[src/rtl/emergency_arbiter_if.sv]
// rtl/emergency_arbiter_if.sv - handshake/bus bundle for the emergency-vehicle arbiter
//
// Purpose: groups the tick timebase, raw sensor requests and the arbiter's
// registered outputs so the arbiter and its environment share one port.
// Signals:
//   tick            - one-cycle timebase enable (1 s)
//   req[3:0]        - raw emergency-vehicle sensor requests (0-1 right, 2-3 left)
//   grant[3:0]      - registered one-hot grant, 0 when nothing is granted
//   emergency_right - registered grant[0]|grant[1]
//   emergency_left  - registered grant[2]|grant[3]
//   pending[3:0]    - latched accepted requests awaiting or holding service
//   busy            - high while granting or in the all-quiet interval
// Modports: master drives tick/req (environment), slave is the arbiter.

interface emergency_arbiter_if;
  logic       tick;
  logic [3:0] req;
  logic [3:0] grant;
  logic       emergency_right;
  logic       emergency_left;
  logic [3:0] pending;
  logic       busy;

  modport master (
    output tick,
    output req,
    input  grant,
    input  emergency_right,
    input  emergency_left,
    input  pending,
    input  busy
  );

  modport slave (
    input  tick,
    input  req,
    output grant,
    output emergency_right,
    output emergency_left,
    output pending,
    output busy
  );
endinterface

[src/rtl/emergency_arbiter.sv]
// rtl/emergency_arbiter.sv - debounced emergency-vehicle request arbiter with hold, extension and clear interval
//
// Purpose: debounces four raw emergency sensor requests, latches accepted ones
// in pending, and grants one approach at a time. The right group (bits 0-1)
// has strict priority over the left group (bits 2-3). A grant lasts
// HOLD_TICKS ticks and may be extended up to MAX_EXT times while its request
// is still raised; every grant is followed by CLEAR_TICKS all-quiet ticks.
// All timing advances only on clk edges with tick=1.
// Ports:
//   clk   - system clock
//   reset - asynchronous active-high reset
//   bus   - emergency_arbiter_if.slave (tick, req in; grant, emergency_right,
//           emergency_left, pending, busy out)
// Configuration macro: EMERG_ARB_ROUND_ROBIN_EN
//   defined   - round-robin choice inside each group (one pointer per group)
//   undefined - lowest pending index inside each group

module emergency_arbiter #(
  parameter int HOLD_TICKS  = 10,
  parameter int MAX_EXT     = 2,
  parameter int CLEAR_TICKS = 3,
  parameter int DEB_TICKS   = 2
) (
  input  logic                clk,
  input  logic                reset,
  emergency_arbiter_if.slave  bus
);

  localparam int HW = (HOLD_TICKS  > 1) ? $clog2(HOLD_TICKS)  : 1;
  localparam int EW = (MAX_EXT     > 0) ? $clog2(MAX_EXT + 1) : 1;
  localparam int CW = (CLEAR_TICKS > 1) ? $clog2(CLEAR_TICKS) : 1;
  localparam int DW = $clog2(DEB_TICKS + 1);

  localparam logic [HW-1:0] HOLD_LOAD  = HW'(HOLD_TICKS - 1);
  localparam logic [EW-1:0] EXT_LIMIT  = EW'(MAX_EXT);
  localparam logic [CW-1:0] CLEAR_LOAD = CW'(CLEAR_TICKS - 1);
  localparam logic [DW-1:0] DEB_FULL   = DW'(DEB_TICKS);
  localparam logic [DW-1:0] DEB_LAST   = DW'(DEB_TICKS - 1);

  localparam logic [1:0] ST_IDLE  = 2'd0;
  localparam logic [1:0] ST_GRANT = 2'd1;
  localparam logic [1:0] ST_CLEAR = 2'd2;

  logic [DW-1:0] deb_cnt [4];
  logic [3:0]    qual;
  logic [1:0]    state;
  logic [HW-1:0] hold_cnt;
  logic [EW-1:0] ext_cnt;
  logic [CW-1:0] clr_cnt;
  logic [1:0]    gsel;
  logic [1:0]    sel;
  logic [3:0]    pending_q;
  logic [3:0]    grant_q;
  logic          em_right_q;
  logic          em_left_q;
  logic          start_grant;
  logic          can_extend;
  logic          release_grant;
  logic [3:0]    clr_mask;

  // Debounce: count ticks while high, drop to zero on any edge while low.
  // The count saturates at DEB_TICKS so a request held high keeps
  // re-qualifying on every tick.
  always_ff @(posedge clk or posedge reset) begin
    if (reset) begin
      for (int i = 0; i < 4; i++) deb_cnt[i] <= '0;
    end else begin
      for (int i = 0; i < 4; i++) begin
        if (!bus.req[i]) begin
          deb_cnt[i] <= '0;
        end else if (bus.tick && (deb_cnt[i] != DEB_FULL)) begin
          deb_cnt[i] <= deb_cnt[i] + 1'b1;
        end
      end
    end
  end

  // A bit qualifies on the tick edge whose count reaches (or stays at) DEB_TICKS.
  always_comb begin
    qual = 4'b0000;
    for (int i = 0; i < 4; i++) begin
      qual[i] = bus.tick && bus.req[i] && (deb_cnt[i] >= DEB_LAST);
    end
  end

  assign start_grant   = bus.tick && (state == ST_IDLE) && (pending_q != 4'b0000);
  assign can_extend    = bus.req[gsel] && (ext_cnt < EXT_LIMIT);
  assign release_grant = bus.tick && (state == ST_GRANT) && (hold_cnt == '0) && !can_extend;
  // Clearing the served bit wins over a same-edge re-qualification; a request
  // still held re-latches on the following tick.
  assign clr_mask      = release_grant ? (4'b0001 << gsel) : 4'b0000;

`ifdef EMERG_ARB_ROUND_ROBIN_EN
  // Each pointer names the preferred bit inside its group: the bit after the
  // one granted last. Reset prefers bit 0 (right) and bit 2 (left).
  logic rr_right;
  logic rr_left;

  always_ff @(posedge clk or posedge reset) begin
    if (reset) begin
      rr_right <= 1'b0;
      rr_left  <= 1'b0;
    end else if (start_grant) begin
      if (sel[1]) rr_left  <= ~sel[0];
      else        rr_right <= ~sel[0];
    end
  end

  always_comb begin
    sel = 2'd0;
    if (pending_q[1:0] != 2'b00) begin
      sel = pending_q[{1'b0, rr_right}] ? {1'b0, rr_right} : {1'b0, ~rr_right};
    end else begin
      sel = pending_q[{1'b1, rr_left}] ? {1'b1, rr_left} : {1'b1, ~rr_left};
    end
  end
`else
  always_comb begin
    sel = 2'd3;
    if (pending_q[0])      sel = 2'd0;
    else if (pending_q[1]) sel = 2'd1;
    else if (pending_q[2]) sel = 2'd2;
  end
`endif

  always_ff @(posedge clk or posedge reset) begin
    if (reset) begin
      state      <= ST_IDLE;
      hold_cnt   <= '0;
      ext_cnt    <= '0;
      clr_cnt    <= '0;
      gsel       <= 2'd0;
      grant_q    <= 4'b0000;
      em_right_q <= 1'b0;
      em_left_q  <= 1'b0;
      pending_q  <= 4'b0000;
    end else begin
      pending_q <= (pending_q | qual) & ~clr_mask;
      if (bus.tick) begin
        case (state)
          ST_IDLE: begin
            if (start_grant) begin
              state      <= ST_GRANT;
              hold_cnt   <= HOLD_LOAD;
              ext_cnt    <= '0;
              gsel       <= sel;
              grant_q    <= 4'b0001 << sel;
              em_right_q <= ~sel[1];
              em_left_q  <= sel[1];
            end
          end
          ST_GRANT: begin
            if (hold_cnt != '0) begin
              hold_cnt <= hold_cnt - 1'b1;
            end else if (can_extend) begin
              hold_cnt <= HOLD_LOAD;
              ext_cnt  <= ext_cnt + 1'b1;
            end else begin
              state      <= ST_CLEAR;
              clr_cnt    <= CLEAR_LOAD;
              grant_q    <= 4'b0000;
              em_right_q <= 1'b0;
              em_left_q  <= 1'b0;
            end
          end
          ST_CLEAR: begin
            if (clr_cnt == '0) state   <= ST_IDLE;
            else               clr_cnt <= clr_cnt - 1'b1;
          end
          default: state <= ST_IDLE;
        endcase
      end
    end
  end

  assign bus.grant           = grant_q;
  assign bus.emergency_right = em_right_q;
  assign bus.emergency_left  = em_left_q;
  assign bus.pending         = pending_q;
  assign bus.busy            = (state != ST_IDLE);

endmodule

[src/flat_wrapper.sv]
// flat-port wrapper written by rule: the top's interface ports become plain ports
module emergency_arbiter_flat 
#(
  parameter int HOLD_TICKS  = 10,
  parameter int MAX_EXT     = 2,
  parameter int CLEAR_TICKS = 3,
  parameter int DEB_TICKS   = 2
)
  (clk, reset, bus_tick, bus_req, bus_grant, bus_emergency_right, bus_emergency_left, bus_pending, bus_busy);
  emergency_arbiter_if bus_i ();
  input  logic clk;
  input  logic reset;
  input wire logic [$bits(bus_i.tick)-1:0] bus_tick;
  input wire logic [$bits(bus_i.req)-1:0] bus_req;
  output wire logic [$bits(bus_i.grant)-1:0] bus_grant;
  output wire logic [$bits(bus_i.emergency_right)-1:0] bus_emergency_right;
  output wire logic [$bits(bus_i.emergency_left)-1:0] bus_emergency_left;
  output wire logic [$bits(bus_i.pending)-1:0] bus_pending;
  output wire logic [$bits(bus_i.busy)-1:0] bus_busy;
  assign bus_i.tick = bus_tick;
  assign bus_i.req = bus_req;
  assign bus_grant = bus_i.grant;
  assign bus_emergency_right = bus_i.emergency_right;
  assign bus_emergency_left = bus_i.emergency_left;
  assign bus_pending = bus_i.pending;
  assign bus_busy = bus_i.busy;
  emergency_arbiter #(.HOLD_TICKS(HOLD_TICKS), .MAX_EXT(MAX_EXT), .CLEAR_TICKS(CLEAR_TICKS), .DEB_TICKS(DEB_TICKS)) u_core (.clk(clk), .reset(reset), .bus(bus_i));
endmodule
[config.mk]
export PLATFORM = sky130hd
export DESIGN_NAME = emergency_arbiter_flat
export DESIGN_NICKNAME = d
export VERILOG_FILES = /design/src/rtl/emergency_arbiter_if.sv /design/src/rtl/emergency_arbiter.sv /design/src/flat_wrapper.sv
export SDC_FILE = /design/constraint.sdc
export NUM_CORES = 1
export LEC_CHECK = 0
export CAP_MARGIN = 20
export CORE_MARGIN = 2
export CORE_UTILIZATION = 55
export CTS_CLUSTER_SIZE = 10
export DETAILED_ROUTE_END_ITERATION = 6
export GPL_TIMING_DRIVEN = 0
export PLACE_DENSITY_LB_ADDON = 0.08
export SLEW_MARGIN = 20
export SYNTH_ARGS = -nofsm -noshare
export SYNTH_HDL_FRONTEND = slang
export SYNTH_SLANG_ARGS = --single-unit
[constraint.sdc]
create_clock -name clk -period 2 [get_ports clk]
set_input_delay 0.4 -clock clk [delete_from_list [all_inputs] [get_ports clk]]
set_output_delay 0.4 -clock clk [all_outputs]
set_load 0.02 [all_outputs]
==> Word level (Yosys, flattened, before mapping) <==
Index checks and enable logic that the tools add are counted.
{ "totals": {"inputBits": 7, "reg_bits": 30} }
{ "classes": {"n_bitwise": 4, "n_lt_le_gt_ge": 6, "reduce_logical": 33, "eq_ne": 17, "addsub": 7, "shift": 2, "n_mux": 39} }
{ "ops": {"columns": ["cell", "count"], "rows": [
  ["two-way mux 2 bit", 18],
  ["two-way mux 4 bit", 7],
  ["AND reduction 5 bit", 4],
  ["logical AND 1 bit", 18],
  ["one-hot mux 4 bit (2 select lines)", 2],
  ["inequality test 2 x 1 -> 1 bit, second input constant", 7],
  ["inequality test 2 bit, second input constant", 7],
  ["adder 2 x 1 -> 2 bit, second input constant", 5],
  ["greater-or-equal comparator 2 x 1 -> 1 bit, second input constant", 4],
  ["one-hot mux 2 bit (2 select lines)", 2],
  ["nonzero test 4 bit", 2],
  ["left shift 1 x 2 -> 4 bit, first input constant", 2],
  ["two-way mux 1 bit", 6],
  ["one-hot mux 2 bit (3 select lines)", 1],
  ["nonzero test 2 bit", 3],
  ["AND 4 bit", 1],
  ["zero test 2 bit", 2],
  ["zero test 4 bit", 1],
  ["NOT 4 bit", 1],
  ["OR 4 bit", 1],
  ["one-hot mux 1 bit (2 select lines)", 2],
  ["AND reduction 4 bit", 1],
  ["subtractor 4 x 1 -> 4 bit, second input constant", 1],
  ["less-than comparator 2 x 3 -> 1 bit, second input constant", 1],
  ["other kinds (9)", 9]
]} }

==> Logic depth before layout (Yosys ltp) <==
{ "depth": {"word_depth": 8, "depth_mapped": 6, "ltp_nobuf": 6} }

==> Worst setup path before layout <==
Ideal clock, no wire load.
{ "synth_timing": {"kind": "register to register", "from": "register u_core.pending_q[0] (netlist: u_core.bus.pending[0])", "to": "register u_core.grant_q[2] (netlist: u_core.bus.grant[2])", "period_less_slack_ps": 1666, "setup_ps": 132, "setup_slack_ps": 334, "stages_incl_launch_ff": 6, "path_buffers": 1, "arrival_ps": 1535, "path_cell_list": "dfrtp_1 -> or4_4 -> nor2b_4 -> buf_6 -> a32oi_1 -> o21ai_1"} }
{ "synth_between": {"elab_chain_cells": 4, "elab_cells_between_ends": 8} }
{ "synth_lines": {"columns": ["item", "line_no", "text"], "rows": [
  ["from (decl)", "emergency_arbiter.sv:52", "logic [3:0] pending_q;"],
  ["from (signal assigned)", "emergency_arbiter.sv:138", "pending_q <= (pending_q | qual) & ~clr_mask;"],
  ["nonzero test 4 bit / two-way mux 2 bit (equally long branches)", "emergency_arbiter.sv:86, emergency_arbiter.sv:120", null],
  ["logical AND 1 bit / left shift 1 x 2 -> 4 bit (equally long branches)", "emergency_arbiter.sv:86, emergency_arbiter.sv:147", null],
  ["inequality test 2 x 1 -> 1 bit (no line) / two-way mux 4 bit (equally long branches)", null, null],
  ["AND reduction 5 bit (no line) / one-hot mux 4 bit (2 select lines) (equally long branches)", null, null],
  ["to (signal assigned)", "emergency_arbiter.sv:147", "grant_q <= 4'b0001 << sel;"],
  ["to (decl)", "emergency_arbiter.sv:53", "logic [3:0] grant_q;"]
]} }
Several ways; a longest one is shown, not always the timed one. The select of a mux whose other input is x is not followed.
A chain may end at the register's enable or synchronous reset.

==> Worst setup path after layout <==
{ "layout_timing": {"from": "register u_core.pending_q[0] (netlist: u_core.bus.pending[0])", "to": "output bus_pending[0]"} }
{ "layout_rtl": {"columns": ["item", "line_no", "text"], "rows": [
  ["to (decl)", "flat_wrapper.sv:18", "output wire logic [$bits(bus_i.pending)-1:0] bus_pending;"]
]} }
No word-level cell between the ends.

==> impl_results.md <==
* Clock net sink count at 30
* Number of buffers inserted during clock tree synthesis at 5
* Combinational share of power at 0.475
* Port bufs at 17
* First-pass GRT wire length at between 5000 and 6000 um
* Setup repair after global routing missed its margin: no
* Avg WL per Cell at about 15 um
* Final weighted congestion in routability-driven placement at just under 0.8
* Syn. warnings at 0
* Number of failing hold endpoints at the final stage at 0
* DP Cell Count at around 230
* Critical-path cell list: clkdlybuf4s50_1
* Prevailing post-synth register cell: dfrtp_1
* Post-Synthesis Cell Area at ~1700 sq um
* Post-synth net total at roughly 190
* ANT nets after route at 0
* DP Area at ~1900 sq um
* Core area at slightly below 3000 sq um
* Top-count cell post-synth: dfrtp_1
* Final-report setup violation count at 0
* Switching power at 1.13 mW
* Number of top-level design ports at 18
* Internal cell power at 1.53 mW
* Net count reported at finish at 218
* Cell depth of the worst flop-to-flop path at 6
* Final critical delay including setup and external delays at approximately 1.9 ns
* Max_cap viols at 0
* Area added between synthesis and finish at 15.2%
* Final total negative setup slack at 0 ns
* Die ar. at roughly 3500 sq um
* Synthesized netlist cell count at roughly 180
* Number of levels the H-tree was split into at 2
* Detailed Route WL at ~3500 um
* Clock tree from TritonCTS: built
* Library cell occupying the most area in the post-synthesis netlist: dfrtp_1
* Static leakage at 0.885 nW
* Period Utilization, post-route at 0.940
* Number of iterations in the first detailed-routing pass at 4
* Data arrival time of the critical path at ~1.5 ns
* Worst clock skew at 0.0112 ns
* Critical path startpoint category: register
* Leftover overflow at the end of global routing at 0
* Highest fanout seen on the critical path at 7
* Cell types occupying the most area after synthesis: dfrtp_1 (45%), ha_1 (8.2%), inv_1 (5.1%), nor2b_1 (3.7%), a31oi_1 (3.4%)
* Maximum clock insertion buffer count at 2
* Required time of the critical path at 1.60 ns
* Aggregate global-route resource usage at 0.225
* Timing-limited maximum frequency at 532 MHz
* Insertion delay of the later-clocked pin in the worst-skew pair at 0.33 ns
* Clk pin slew, worst setup/hold paths at 0.10 ns
* Reg2Reg Launch Point: u_core.hold_cnt[0]$_DFFE_PP0P_
* Number of enable-type register cells in the synthesized netlist at 0
* Instance count on the critical path at 1
* Slew margin rel. at 0.572
* CP Class: reg2out
* Endpoint class of the critical path: output pin
* Vias in the first global route at about 1200
* Pin count of the biggest net entering global routing at 31
* P per Cell Area at between 1000 and 1500 nW/um^2
* Top cells by count, synth: dfrtp_1 (30), inv_1 (23), nor2_1 (12)
* Post-synth ARST share at 1.00
* Proportion of power drawn by the clock network at 0.126
* Sequential-to-total area share from yosys stat at 0.448
* Antenna diodes at 0
* Initial core utilization at 0.563
* Vias per cell at just under 6
* Crit path max-delay cell type: clkdlybuf4s50_1
* Finished layout cell area at between 1500 and 2000 sq um
* Worst Hold Margin at about 0.47 ns
* Number of buffer and inverter stages on the critical path at 1
* Peak supply drop at between 0.9 and 1 mV
* Floorplan die width at slightly below 60 um
* Post-DP HPWL at between 2000 and 2500 um
* Timing startpoint of the critical path: u_core.bus.pending[0]$_DFF_PP0_
* DRC marker count from the first detailed-route iteration at 72
* Fraction of final layout cells with drive strength greater than 1 at 0.0950
* Type of the tightest min-delay check: in2async
* Die boundary height at 59.2 um
* Worst path max stage delay at between 0.6 and 0.7 ns
* Via Count at approximately 1300
* Area share of the largest cell type after synthesis at 0.448
* Root buf cell: clkbuf_4
* Mean instance size in the synthesized netlist at 9.53 sq um
* Distinct cell type count after synthesis at 36
* DRC violation count after routing at 0
* Standard-cell rows at 20
* Tot Pwr at between 2 and 3 mW
* Status: finished clean
* Flops & latches, synth at 30
* Final count of pins violating max slew at 0
* Slew of the pin with the lowest slew margin at ~0.64 ns
* Non-filler cells in the finished layout at approximately 230
* Antenna violations before repair at 0
* Register share of total power at 0.399
* Kind of cell adding the most delay to the critical path: buffers and inverters
* Fraction of power spent switching nets at 0.426
[path summary, 6_finish.rpt]
check | to | slack (ns)
setup / recovery | bus_pending[0] | 0.12
hold / removal | u_core.deb_cnt[5]$_DFFE_PP0P_ | 0.47
setup reg to reg | u_core.ext_cnt[0]$_DFFE_PP0P_ | 0.19
hold reg to reg | u_core.ext_cnt[0]$_DFFE_PP0P_ | 0.49
max in group asynchronous | u_core.gsel[1]$_DFFE_PP0P_ | 1.10
min in group clk | u_core.ext_cnt[0]$_DFFE_PP0P_ | 0.49
[power by group through the flow]
| stage | clock network, mW | logic, mW | registers, mW |
|---|---|---|---|
| detailed placement | 0 | 1.27 | 1.07 |
| floorplan | 0 | 0.782 | 1.12 |
| finish | 0.335 | 1.26 | 1.06 |
| global placement | 0 | 1.22 | 1.05 |
| global route | 0.368 | 1.41 | 1.09 |
| CTS | 0.345 | 1.28 | 1.06 |
[what timing repair did]
item | 4_1_cts | 5_1_grt
hold buffers | 0 | 0
endpoints found under the setup margin | 1 | 0
gates resized for setup | 1 | 0
setup buffers | 0 | 0
[per-stage QoR]
stage / util / worst slack (ns)
final: 0.649 / 0.121
after global routing: 0.649 / 0.0408
after CTS: 0.649 / 0.118
after detailed placement: 0.634 / -0.0777
after global placement: 0.634 / 0.0101
after floorplan: - / 0.334
[area by class of cell]
class                      instances  area [sq um]
buffer                             4          26.3
clock buffer                       7          45.0
fill                             254          1050
inverter                          23          86.3
multi-input combinational        119           813
sequential                        30           751
tap                               33          41.3
timing repair buffer              17           169
[layout by cell type, fill, tap and decap left out, drive strengths merged, types with 2 or more instances in the layout]
| cell | n |
|---|---|
| buf | 4 |
| nand2b | 2 |
| dfrtp | 30 |
| xnor2 | 5 |
| or2 | 2 |
| clkdlybuf4s50 | 16 |
| nor3 | 6 |
| and2 | 4 |
| a21oi | 9 |
| a21o | 2 |
| ha | 11 |
| o31ai | 3 |
| a32oi | 2 |
| a31oi | 9 |
| nand4 | 2 |
| nor2 | 12 |
| nand2 | 11 |
| clkbuf | 7 |
| mux2i | 2 |
| a22oi | 2 |
| nor2b | 11 |
| o21ai | 15 |
| inv | 23 |
[layer usage]
layer / vias to the layer above / global-route usage / part of all wire
li1: 650 / - / -
met1: 649 / 0.305 / 0.44
met2: 35 / 0.352 / 0.50
met3: 9 / 0.0459 / 0.040
met4: 0 / 0.0942 / 0.016
met5: - / 0 / 0
[worst reg2reg max path: cells and delay by family, from the launching register on]
kind	cells	cell delay (ns)
AOI/OAI and AO/OA	3	0.46
adders and majority gates	1	0.19
buffers and inverters	1	0.10
DFF	1	0.42
and+or+nand+nor	1	0.52
[state kept, by name, summed over array words and instances, names as in the netlist]
| register | cells |
|---|---|
| u_core.bus.emergency_left | 1 |
| u_core.deb_cnt | 8 |
| u_core.bus.pending | 4 |
| u_core.ext_cnt | 2 |
| u_core.bus.emergency_right | 1 |
| u_core.clr_cnt | 2 |
| u_core.gsel | 2 |
| u_core.hold_cnt | 4 |
| u_core.state | 2 |
| u_core.bus.grant | 4 |
[cell families after synthesis]
group | synth area share
compound gates | 0.172
xor+xnor | 0.0261
fa+ha+maj | 0.0821
buf+inv | 0.0672
flops | 0.448
mux | 0.0254
simple gates | 0.180
No activity file was read; power rests on OpenSTA's default activity.
